[config.mk]
export PLATFORM = sky130hd
export DESIGN_NAME = depuncturer
export DESIGN_NICKNAME = d
export VERILOG_FILES = /design/src/rtl/depuncturer_pkg.sv /design/src/rtl/depuncturer_puncture_pattern.sv /design/src/rtl/depuncturer.sv
export SDC_FILE = /design/constraint.sdc
export NUM_CORES = 1
export LEC_CHECK = 0
export CORE_ASPECT_RATIO = 1.5
export CORE_UTILIZATION = 45
export CTS_CLUSTER_DIAMETER = 30
export CTS_CLUSTER_SIZE = 28
export DETAILED_ROUTE_END_ITERATION = 12
export PLACE_DENSITY = 0.82
export RECOVER_POWER = 50
export SLEW_MARGIN = 20
export SYNTH_ARGS = -nofsm -noshare
export SYNTH_HDL_FRONTEND = slang
export SYNTH_SLANG_ARGS = --single-unit
[constraint.sdc]
create_clock -name Clock -period 3.3 [get_ports Clock]
set_input_delay 0.66 -clock Clock [delete_from_list [all_inputs] [get_ports Clock]]
set_output_delay 0.66 -clock Clock [all_outputs]
set_load 0.02 [all_outputs]
[src/rtl/depuncturer_pkg.sv]
// Shared rate codes, per-rate last-phase indices and pattern types for the depuncturer.
// Optional erase-flag ports are enabled by defining DEPUNCTURER_ERASE_FLAG_EN.
package depuncturer_pkg;

  localparam logic [1:0] RATE_1_2     = 2'b00;
  localparam logic [1:0] RATE_2_3     = 2'b01;
  localparam logic [1:0] RATE_3_4     = 2'b10;
  localparam logic [1:0] RATE_ILLEGAL = 2'b11;

  // Index of the final received bit within one puncturing period.
  localparam logic [1:0] LAST_PHASE_1_2 = 2'd1;
  localparam logic [1:0] LAST_PHASE_2_3 = 2'd2;
  localparam logic [1:0] LAST_PHASE_3_4 = 2'd3;

  typedef enum logic {
    ST_IDLE = 1'b0,
    ST_RUN  = 1'b1
  } state_e;

  typedef struct packed {
    logic emit;
    logic slot_is_a;
    logic erase_other;
    logic last_phase;
  } pattern_t;

  function automatic logic [1:0] last_phase_of(input logic [1:0] rate);
    case (rate)
      RATE_2_3: last_phase_of = LAST_PHASE_2_3;
      RATE_3_4: last_phase_of = LAST_PHASE_3_4;
      default:  last_phase_of = LAST_PHASE_1_2;
    endcase
  endfunction

  // The illegal code runs the frame as rate 1/2.
  function automatic logic [1:0] sanitize_rate(input logic [1:0] rate);
    sanitize_rate = (rate == RATE_ILLEGAL) ? RATE_1_2 : rate;
  endfunction

endpackage

[src/rtl/depuncturer_puncture_pattern.sv]
// Combinational puncturing table: {rate, phase} -> what the current received bit does.
// The per-phase actions coincide for all rates; rate only decides where the period ends.
module puncture_pattern
  import depuncturer_pkg::*;
(
  input  logic [1:0] rate_i,
  input  logic [1:0] phase_i,
  output pattern_t   pat_o
);

  always_comb begin
    pat_o            = '0;
    pat_o.last_phase = (phase_i == last_phase_of(rate_i));
    case (phase_i)
      2'd0: begin
        pat_o.slot_is_a = 1'b1;
      end
      2'd1: begin
        pat_o.emit = 1'b1;
      end
      2'd2: begin
        pat_o.emit        = 1'b1;
        pat_o.slot_is_a   = 1'b1;
        pat_o.erase_other = 1'b1;
      end
      default: begin
        pat_o.emit        = 1'b1;
        pat_o.erase_other = 1'b1;
      end
    endcase
  end

endmodule

[src/rtl/depuncturer.sv]
// Depuncturer: rebuilds rate-1/2 {A,B} pairs from a punctured 802.11a bit stream.
// Define DEPUNCTURER_ERASE_FLAG_EN to expose OutEraseA/OutEraseB; otherwise erasures are zero fill.
module depuncturer
  import depuncturer_pkg::*;
#(
  parameter int CNT_WIDTH = 16
) (
  input  logic                 Clock,
  input  logic                 Reset,
  input  logic                 InBit,
  input  logic                 InValid,
  output logic                 InReady,
  input  logic                 InStart,
  input  logic                 InLast,
  input  logic [1:0]           Rate,
  output logic                 OutA,
  output logic                 OutB,
`ifdef DEPUNCTURER_ERASE_FLAG_EN
  output logic                 OutEraseA,
  output logic                 OutEraseB,
`endif
  output logic                 OutValid,
  input  logic                 OutReady,
  output logic                 OutLast,
  output logic [CNT_WIDTH-1:0] PairCount,
  output logic                 FrameError,
  output state_e               DbgState
);

  state_e                 state_q, state_d;
  logic [1:0]             rate_q, rate_d, phase_q, phase_d;
  logic                   held_q, held_d;
  logic                   out_a_q, out_a_d, out_b_q, out_b_d;
  logic                   valid_q, valid_d, last_q, last_d, ferr_q, ferr_d;
  logic [CNT_WIDTH-1:0]   cnt_q, cnt_d;
`ifdef DEPUNCTURER_ERASE_FLAG_EN
  logic                   era_q, era_d, erb_q, erb_d;
`endif

  logic       beat, start_beat, active, emit_now, out_hs;
  logic [1:0] rate_eff, phase_eff;
  pattern_t   pat;

  // Handshake: a beat or pair transfers on a rising edge where valid && ready; the single
  // output register frees up in the same cycle its pair is taken, so InReady = !OutValid || OutReady.
  assign beat       = InValid && InReady;
  assign start_beat = beat && InStart;
  assign active     = start_beat || (beat && (state_q == ST_RUN));
  assign out_hs     = valid_q && OutReady;
  assign rate_eff   = start_beat ? sanitize_rate(Rate) : rate_q;
  assign phase_eff  = start_beat ? 2'd0 : phase_q;
  assign emit_now   = active && (pat.emit || InLast);

  puncture_pattern u_pattern (
    .rate_i  (rate_eff),
    .phase_i (phase_eff),
    .pat_o   (pat)
  );

  always_ff @(posedge Clock) begin
    if (Reset) state_q <= ST_IDLE;
    else       state_q <= state_d;
  end

  always_comb begin
    state_d = state_q;
    if (start_beat && !InLast) state_d = ST_RUN;
    else if (active && InLast) state_d = ST_IDLE;
  end

  always_comb begin
    InReady  = !valid_q || OutReady;
    DbgState = state_q;
  end

  always_comb begin
    rate_d  = start_beat ? rate_eff : rate_q;
    phase_d = phase_q;
    held_d  = held_q;
    out_a_d = out_a_q;
    out_b_d = out_b_q;
    last_d  = last_q;
    valid_d = out_hs ? 1'b0 : valid_q;
`ifdef DEPUNCTURER_ERASE_FLAG_EN
    era_d   = era_q;
    erb_d   = erb_q;
`endif
    ferr_d  = (start_beat && ((Rate == RATE_ILLEGAL) || (state_q == ST_RUN)))
            || (active && InLast && !pat.last_phase);
    if (active) begin
      phase_d = (pat.last_phase || InLast) ? 2'd0 : phase_eff + 2'd1;
      if (!pat.emit) held_d = InBit;
    end
    if (emit_now) begin
      valid_d = 1'b1;
      last_d  = InLast;
      if (pat.emit && !pat.erase_other) begin
        out_a_d = held_q;
        out_b_d = InBit;
      end else if (pat.emit && !pat.slot_is_a) begin
        out_a_d = 1'b0;
        out_b_d = InBit;
      end else begin
        // Covers both the (A1,E) slot and a truncated frame whose bit is still unpaired.
        out_a_d = InBit;
        out_b_d = 1'b0;
      end
`ifdef DEPUNCTURER_ERASE_FLAG_EN
      era_d = pat.emit && pat.erase_other && !pat.slot_is_a;
      erb_d = !pat.emit || (pat.erase_other && pat.slot_is_a);
`endif
    end
    if (start_beat)                        cnt_d = '0;
    else if (out_hs && (cnt_q != '1))      cnt_d = cnt_q + 1'b1;
    else                                   cnt_d = cnt_q;
  end

  always_ff @(posedge Clock) begin
    if (Reset) begin
      rate_q  <= RATE_1_2;
      phase_q <= 2'd0;
      held_q  <= 1'b0;
      out_a_q <= 1'b0;
      out_b_q <= 1'b0;
      valid_q <= 1'b0;
      last_q  <= 1'b0;
      ferr_q  <= 1'b0;
      cnt_q   <= '0;
`ifdef DEPUNCTURER_ERASE_FLAG_EN
      era_q   <= 1'b0;
      erb_q   <= 1'b0;
`endif
    end else begin
      rate_q  <= rate_d;
      phase_q <= phase_d;
      held_q  <= held_d;
      out_a_q <= out_a_d;
      out_b_q <= out_b_d;
      valid_q <= valid_d;
      last_q  <= last_d;
      ferr_q  <= ferr_d;
      cnt_q   <= cnt_d;
`ifdef DEPUNCTURER_ERASE_FLAG_EN
      era_q   <= era_d;
      erb_q   <= erb_d;
`endif
    end
  end

  assign OutA       = out_a_q;
  assign OutB       = out_b_q;
  assign OutValid   = valid_q;
  assign OutLast    = last_q;
  assign PairCount  = cnt_q;
  assign FrameError = ferr_q;
`ifdef DEPUNCTURER_ERASE_FLAG_EN
  assign OutEraseA  = era_q;
  assign OutEraseB  = erb_q;
`endif

endmodule

=== Word level (Yosys, flattened, before mapping) ===
Cells that the tools add are included.

* $add $sub $neg: 2
* Multiply operators: 0
* Div/mod/pow operators: 0
* $lt $le $gt $ge: 0
* Equality and inequality tests: 7
* Shifts and indexed selects: 0
* Mux-type cells: 15
* Bitwise logic cells: 0
* Reductions and logical operators: 29

{| class="wikitable"
|+ Operator list
! operator !! number
|-
| $add 16x1->16 const B || 1
|-
| $ne 16x16->1 const B || 1
|-
| $logic_and 1x1->1 || 12
|-
| $mux 1 || 10
|-
| $mux 2 || 4
|-
| $eq 2x2->1 const B || 3
|-
| $logic_or 1x1->1 || 6
|-
| $reduce_or 2->1 || 3
|-
| $eq 2x1->1 const B || 2
|-
| $logic_not 1->1 || 4
|-
| $pmux 2 s2 || 1
|-
| $reduce_bool 2->1 || 2
|-
| $add 2x1->2 const B || 1
|-
| $eq 2x2->1 || 1
|-
| $logic_not 2->1 || 1
|-
| $reduce_and 2->1 || 1
|}

* Flip-flop bits (word level): 27
* Bits in latches: 0
* Bits in writable memories: 0
* ROM bits: 0
* Input port bits: 9
* Output and inout port bits: 23
* Word-level logic and storage cells: 63
* Memories kept: 0

=== Longest topological paths before layout ===
* Depth in word-level cells: 12
* Gate-level depth with buffers: 10

=== Modules after synthesis ===
Synthesis repeated with hierarchy kept, for this count alone.

* Cell total of the unflattened synthesis: 162
* Area, all modules: 1358.8 µm²

{| class="wikitable"
|+ By module, submodules not included
! module !! times used !! cells an instance !! area each (µm²) !! seq. area each (µm²)
|-
| depuncturer || 1 || 154 || 1307.5 || 540.5
|-
| puncture_pattern || 1 || 8 || 51.3 || 0.0
|}

=== Least setup slack after synthesis ===
No wires, ideal clock.

* Path type: input port to flip-flop
* Start point: input port OutReady
* End point: register phase_q[1]
* Library setup time: 0.101 ns
* Arrival: 2.180 ns
* Required time: 3.199 ns
* Slack: 1.019 ns
* Cell stages on the path: 10
* Path buffers: 1
* Path through: nor2b_1 > buf_6 > inv_2 > a21boi_0 > a31oi_1 > ha_1 > nor4bb_1 > a31oi_1 > o221ai_1 > o41ai_1

* Cells in the longest elaborated chain, start to end: 9
* Elaborated cells between the ends (all ways): 14
* Classes of those cells: 1 x add/sub; 3 x eq/ne; 4 x mux; 6 x reduce/logical

{| class="wikitable"
|+ Ends and longest elaborated chain
! item !! RTL line !! RTL
|-
| from (decl) || depuncturer.sv:23 || <nowiki>input logic OutReady,</nowiki>
|-
| $logic_or 1x1->1 (*) || depuncturer.sv:72 || <nowiki>InReady = !valid_q || OutReady;</nowiki>
|-
| named net InReady || depuncturer.sv:12 || <nowiki>output logic InReady,</nowiki>
|-
| $logic_and 1x1->1 (*) || depuncturer.sv:46 || <nowiki>assign beat = InValid && InReady;</nowiki>
|-
| $logic_and 1x1->1 || depuncturer.sv:47 || <nowiki>assign start_beat = beat && InStart;</nowiki>
|-
| $mux 2 || depuncturer.sv:50 || <nowiki>assign rate_eff = start_beat ? sanitize_rate(Rate) : rate_q;</nowiki>
|-
| $eq 2x2->1 / $eq 2x1->1 (equally long branches) || depuncturer_pkg.sv:28 || <nowiki>case (rate)</nowiki>
|-
| $pmux 2 s2 || depuncturer_pkg.sv:28 ||
|-
| $eq 2x2->1 || depuncturer_puncture_pattern.sv:13 || <nowiki>pat_o.last_phase = (phase_i == last_phase_of(rate_i));</nowiki>
|-
| $logic_or 1x1->1 || depuncturer.sv:91 || <nowiki>phase_d = (pat.last_phase || InLast) ? 2'd0 : phase_eff + 2'd1;</nowiki>
|-
| $mux 2 || depuncturer.sv:91 ||
|-
| to (signal assigned) || depuncturer.sv:135 || <nowiki>phase_q <= phase_d;</nowiki>
|-
| to (decl) || depuncturer.sv:31 || <nowiki>logic [1:0] rate_q, rate_d, phase_q, phase_d;</nowiki>
|}

Mark *: on every way through the listed nets, which the timed path passes. The rest lies on a longest branch.
A chain may end at the register's enable or synchronous reset.

=== Final worst setup path ===
* Start point: input port OutReady
* End point: output port InReady

* Cells in the longest elaborated chain, start to end: 1

{| class="wikitable"
|+ Ends and longest elaborated chain
! item !! RTL line
|-
| $logic_or 1x1->1 || depuncturer.sv:72
|-
| to (decl) || depuncturer.sv:12
|}

No other way between the ends.

==> reports/qor.tcl <==
set qor(result_of_the_run) {completed}
set qor(mappedNetlistArea_um2) 1510
set qor(clockBufferDepth) 2
set qor(number_of_antenna_violations_at_the_first_check_in_global_routing) 0
set qor(clock_insertion_delay_worst_skew_ns) 0.27
set qor(cts_root_buf) {sky130_fd_sc_hd__clkbuf_8}
set qor(timing.final.setup_violations) 0
set qor(synth_largest_area_cell) {sky130_fd_sc_hd__dfxtp_1}
set qor(min_period_ns) 2.96
set qor(cts.reportedPaths.clkPinSlew_ns) 0.09
set qor(most_repeated_cell_in_the_gate_level_netlist_after_synthesis) {sky130_fd_sc_hd__dfxtp_1}
set qor(maxCapViolations) 0
set qor(tritoncts_num_sinks) 27
set qor(count_of_instances_resized_after_the_clock_tree_is_built) 0
set qor(die_height_um) 73.0
set qor(cts_made_buffers) 3
set qor(grt_pass1_wl_um) 5720
set qor(port_buffers) 31
set qor(synth_top_cells_by_area) {sky130_fd_sc_hd__dfxtp_1, sky130_fd_sc_hd__a21oi_1, sky130_fd_sc_hd__nand2_1}
set qor(finalNetCount) 224
set qor(leakagePower_uw) 0.000735
set qor(power.switching_fraction_pct) 25.1
set qor(wl_um) 3270
set qor(max_clock_freq_ghz) 0.337
set qor(max-vdd-ir-drop_mv) 0.184
set qor(dr.pass1.iters) 4
set qor(fin_tns_setup_ns) 0
set qor(detail_route.iter0.violations) 21
set qor(hold_viol) 0
set qor(layout.core_utilization_pct) 58.7
set qor(tritoncts) {done}
set qor(synth.top_cells.by_count) {sky130_fd_sc_hd__dfxtp_1, sky130_fd_sc_hd__nand2_1, sky130_fd_sc_hd__a21oi_1}
set qor(via_per_inst) 5.85
set qor(start_util_pct) 47.4
set qor(first_global_vias) 1368
set qor(post_synthesis_simple_gate_area_fraction_pct) 26.0
set qor(setup.worst_path.class) {input pin to output port}
set qor(dieArea_um2) 3600
set qor(fraction_of_final_layout_cells_sized_beyond_drive_strength_1_pct) 4.76
set qor(final-max-slew-violation-count) 0
set qor(timing.hold.worst.class) {register to register}
set qor(cellInternalPower_uw) 450
set qor(rsz0062_at_grt) {false}
set qor(max_slew.worst_pin.slew_ns) 0.927
set qor(detailroute.via_count) 1462
set qor(largest_family_of_logic_cells_by_synthesized_area) {simple AND/OR/NAND/NOR gates}
set qor(grt.total_usage_pct) 20.2
set qor(post_synth_fa_ha_maj_area_fraction_pct) 3.31
set qor(dp_hpwl_um) 2460
set qor(ctsHoldBuffers) 0
set qor(synth_compound_area_share_pct) 25.4
set qor(synth_edf_count) 0
set qor(comb_power_share_pct) 12.2
set qor(seq_pwr_share_pct) 56.0
set qor(synth_xor_xnor_area_share_pct) 0.579
set qor(grt_start_max_net_pins) 17
set qor(die-width_um) 49.3
set qor(crit_path_max_fanout) 10
set qor(ctsHtreeMaxLevel) 1
set qor(worst_setup_path_start_kind) {input pin}
set qor(drc) 0
set qor(ys_seq_elements) 27
set qor(clock_skew_ns) 0.00329
set qor(total_congestion_overflow_after_global_routing) 0
set qor(cp_data_arrival_time_ns) 2.30
set qor(num_rows) 25
set qor(synth_mux_area_share_pct) 2.65
set qor(ioPinCount) 32
set qor(ys.warnings.count) 0
set qor(areaGrowthSynthToFinish_pct) 23.9
set qor(relSlewSlack_pct) 37.7
set qor(gp_routability_congestion) 0.824
set qor(switching_power_uw) 151
set qor(avgSynthCellArea_um2) 8.27
set qor(synth-seq-area-share_pct) 35.7
set qor(netlist.area_leader.share_pct) 35.7
set qor(crit_required_ns) 2.64
set qor(post_drt_wl_per_cell_um) 13.1
set qor(final.period_utilization_pct) 89.8
set qor(synthesis.nets) 196
set qor(core_area_um2) 3190
set qor(timing.critical_path.to_type) {output port}
set qor(num-fill-cells) 307
set qor(synthesis.instances) 183
set qor(power_density_nw_per_um2) 321
set qor(synthFlopType) {sky130_fd_sc_hd__dfxtp_1}
set qor(clock_power_share_pct) 31.8
set qor(antennaDiodeCount) 0
set qor(yosysUniqueCellTypes) 46
set qor(number_of_buffers_added_for_setup_after_cts) 0
set qor(antenna_left) 0
set qor(async_flop_share_pct) 0
-- state kept, by name (all words and copies together), names as in the netlist --
name        cells
OutA            1
OutValid        1
held_q          1
OutB            1
phase_q         2
DbgState        1
OutLast         1
PairCount      16
FrameError      1
rate_q          2
-- cell usage in the layout, fill, tap and decap left out, types with 3 or more instances in the layout --
master | netlist | layout
sky130_fd_sc_hd__or3_1 | 4 | 4
sky130_fd_sc_hd__clkbuf_8 | 0 | 3
sky130_fd_sc_hd__o41ai_1 | 5 | 5
sky130_fd_sc_hd__clkdlybuf4s50_1 | 0 | 9
sky130_fd_sc_hd__o21ai_0 | 9 | 9
sky130_fd_sc_hd__dfxtp_1 | 27 | 27
sky130_fd_sc_hd__and2_1 | 3 | 3
sky130_fd_sc_hd__mux2i_1 | 4 | 4
sky130_fd_sc_hd__nand3_1 | 5 | 5
sky130_fd_sc_hd__a211oi_1 | 3 | 3
sky130_fd_sc_hd__nand4_1 | 3 | 3
sky130_fd_sc_hd__o31ai_1 | 3 | 3
sky130_fd_sc_hd__ha_1 | 4 | 4
sky130_fd_sc_hd__dlygate4sd3_1 | 0 | 22
sky130_fd_sc_hd__nor2_1 | 7 | 7
sky130_fd_sc_hd__a2111o_1 | 5 | 5
sky130_fd_sc_hd__nand2b_1 | 3 | 3
sky130_fd_sc_hd__nand2_1 | 20 | 20
sky130_fd_sc_hd__and3_1 | 4 | 4
sky130_fd_sc_hd__inv_1 | 11 | 11
sky130_fd_sc_hd__a21oi_1 | 19 | 19
sky130_fd_sc_hd__or4_1 | 4 | 4
-- worst paths after layout --
path / cells after the start / startpoint / slack, ns / end
setup / recovery: 4 / OutReady / 0.34 / InReady
hold / removal: 2 / OutB / 0.46 / OutB
setup reg to reg: 9 / OutValid / 0.84 / phase_q[0]
hold reg to reg: 2 / OutB / 0.46 / OutB
-- power groups by stage --
stage                     logic, uW  clock network, uW  registers [uW]
after floorplan                40.8                  0             349
after global placement         73.9                  0             345
after detailed placement       74.2                  0             345
after CTS                      74.9                194             337
after global routing           81.5                208             338
final                          73.3                191             337
-- logic make-up (layout without fill, tap and decap cells) --
family,count (synthesis),count (layout)
buffers and inverters,21,48
AOI/OAI and AO/OA,57,57
DFF,27,27
and+or+nand+nor,69,69
adders and majority gates,4,4
muxes,4,4
xor gates and xnor gates,1,1
-- cell type report --
cell class,instances,area (um^2),area share [%]
Multi-Input combinational cell,135,876,46.7
Sequential cell,27,541,28.8
Timing Repair Buffer,32,318,17.0
Tap cell,40,50.0,2.67
Clock buffer,4,45.0,2.40
Inverter,12,45.0,2.40
-- critical path, cell delays in order --
cell and delay (ns):
sky130_fd_sc_hd__clkdlybuf4s50_1 0.44, sky130_fd_sc_hd__nor2b_1 0.48, sky130_fd_sc_hd__inv_2 0.14, sky130_fd_sc_hd__clkdlybuf4s50_1 0.58
-- metrics by stage --
| step | cells | setup WS (ns) | area, um^2 | power, uW | hold slack [ns] |
|---|---|---|---|---|---|
| after global placement | 246 | 0.237 | 1830 | 419 | 0.452 |
| after floorplan | 183 | 1.02 | 1510 | 390 | 0.454 |
| after CTS | 250 | 0.358 | 1870 | 606 | 0.467 |
| final | 250 | 0.335 | 1870 | 601 | 0.458 |
| after global routing | 250 | 0.131 | 1870 | 628 | 0.500 |
| after detailed placement | 246 | 0.141 | 1830 | 419 | 0.454 |
-- per-layer routing --
metal  vias up  share of wire [%]  track usage [%]  routed length (um)
met3         9                3.1             3.33                 102
met4         0                2.7             10.8                  87
li1        740                  -                -                   -
met5         -                  0                0                   0
met1       680                 43             21.2                1390
met2        33                 52             37.9                1690
Power figures use the tool's default switching activity.
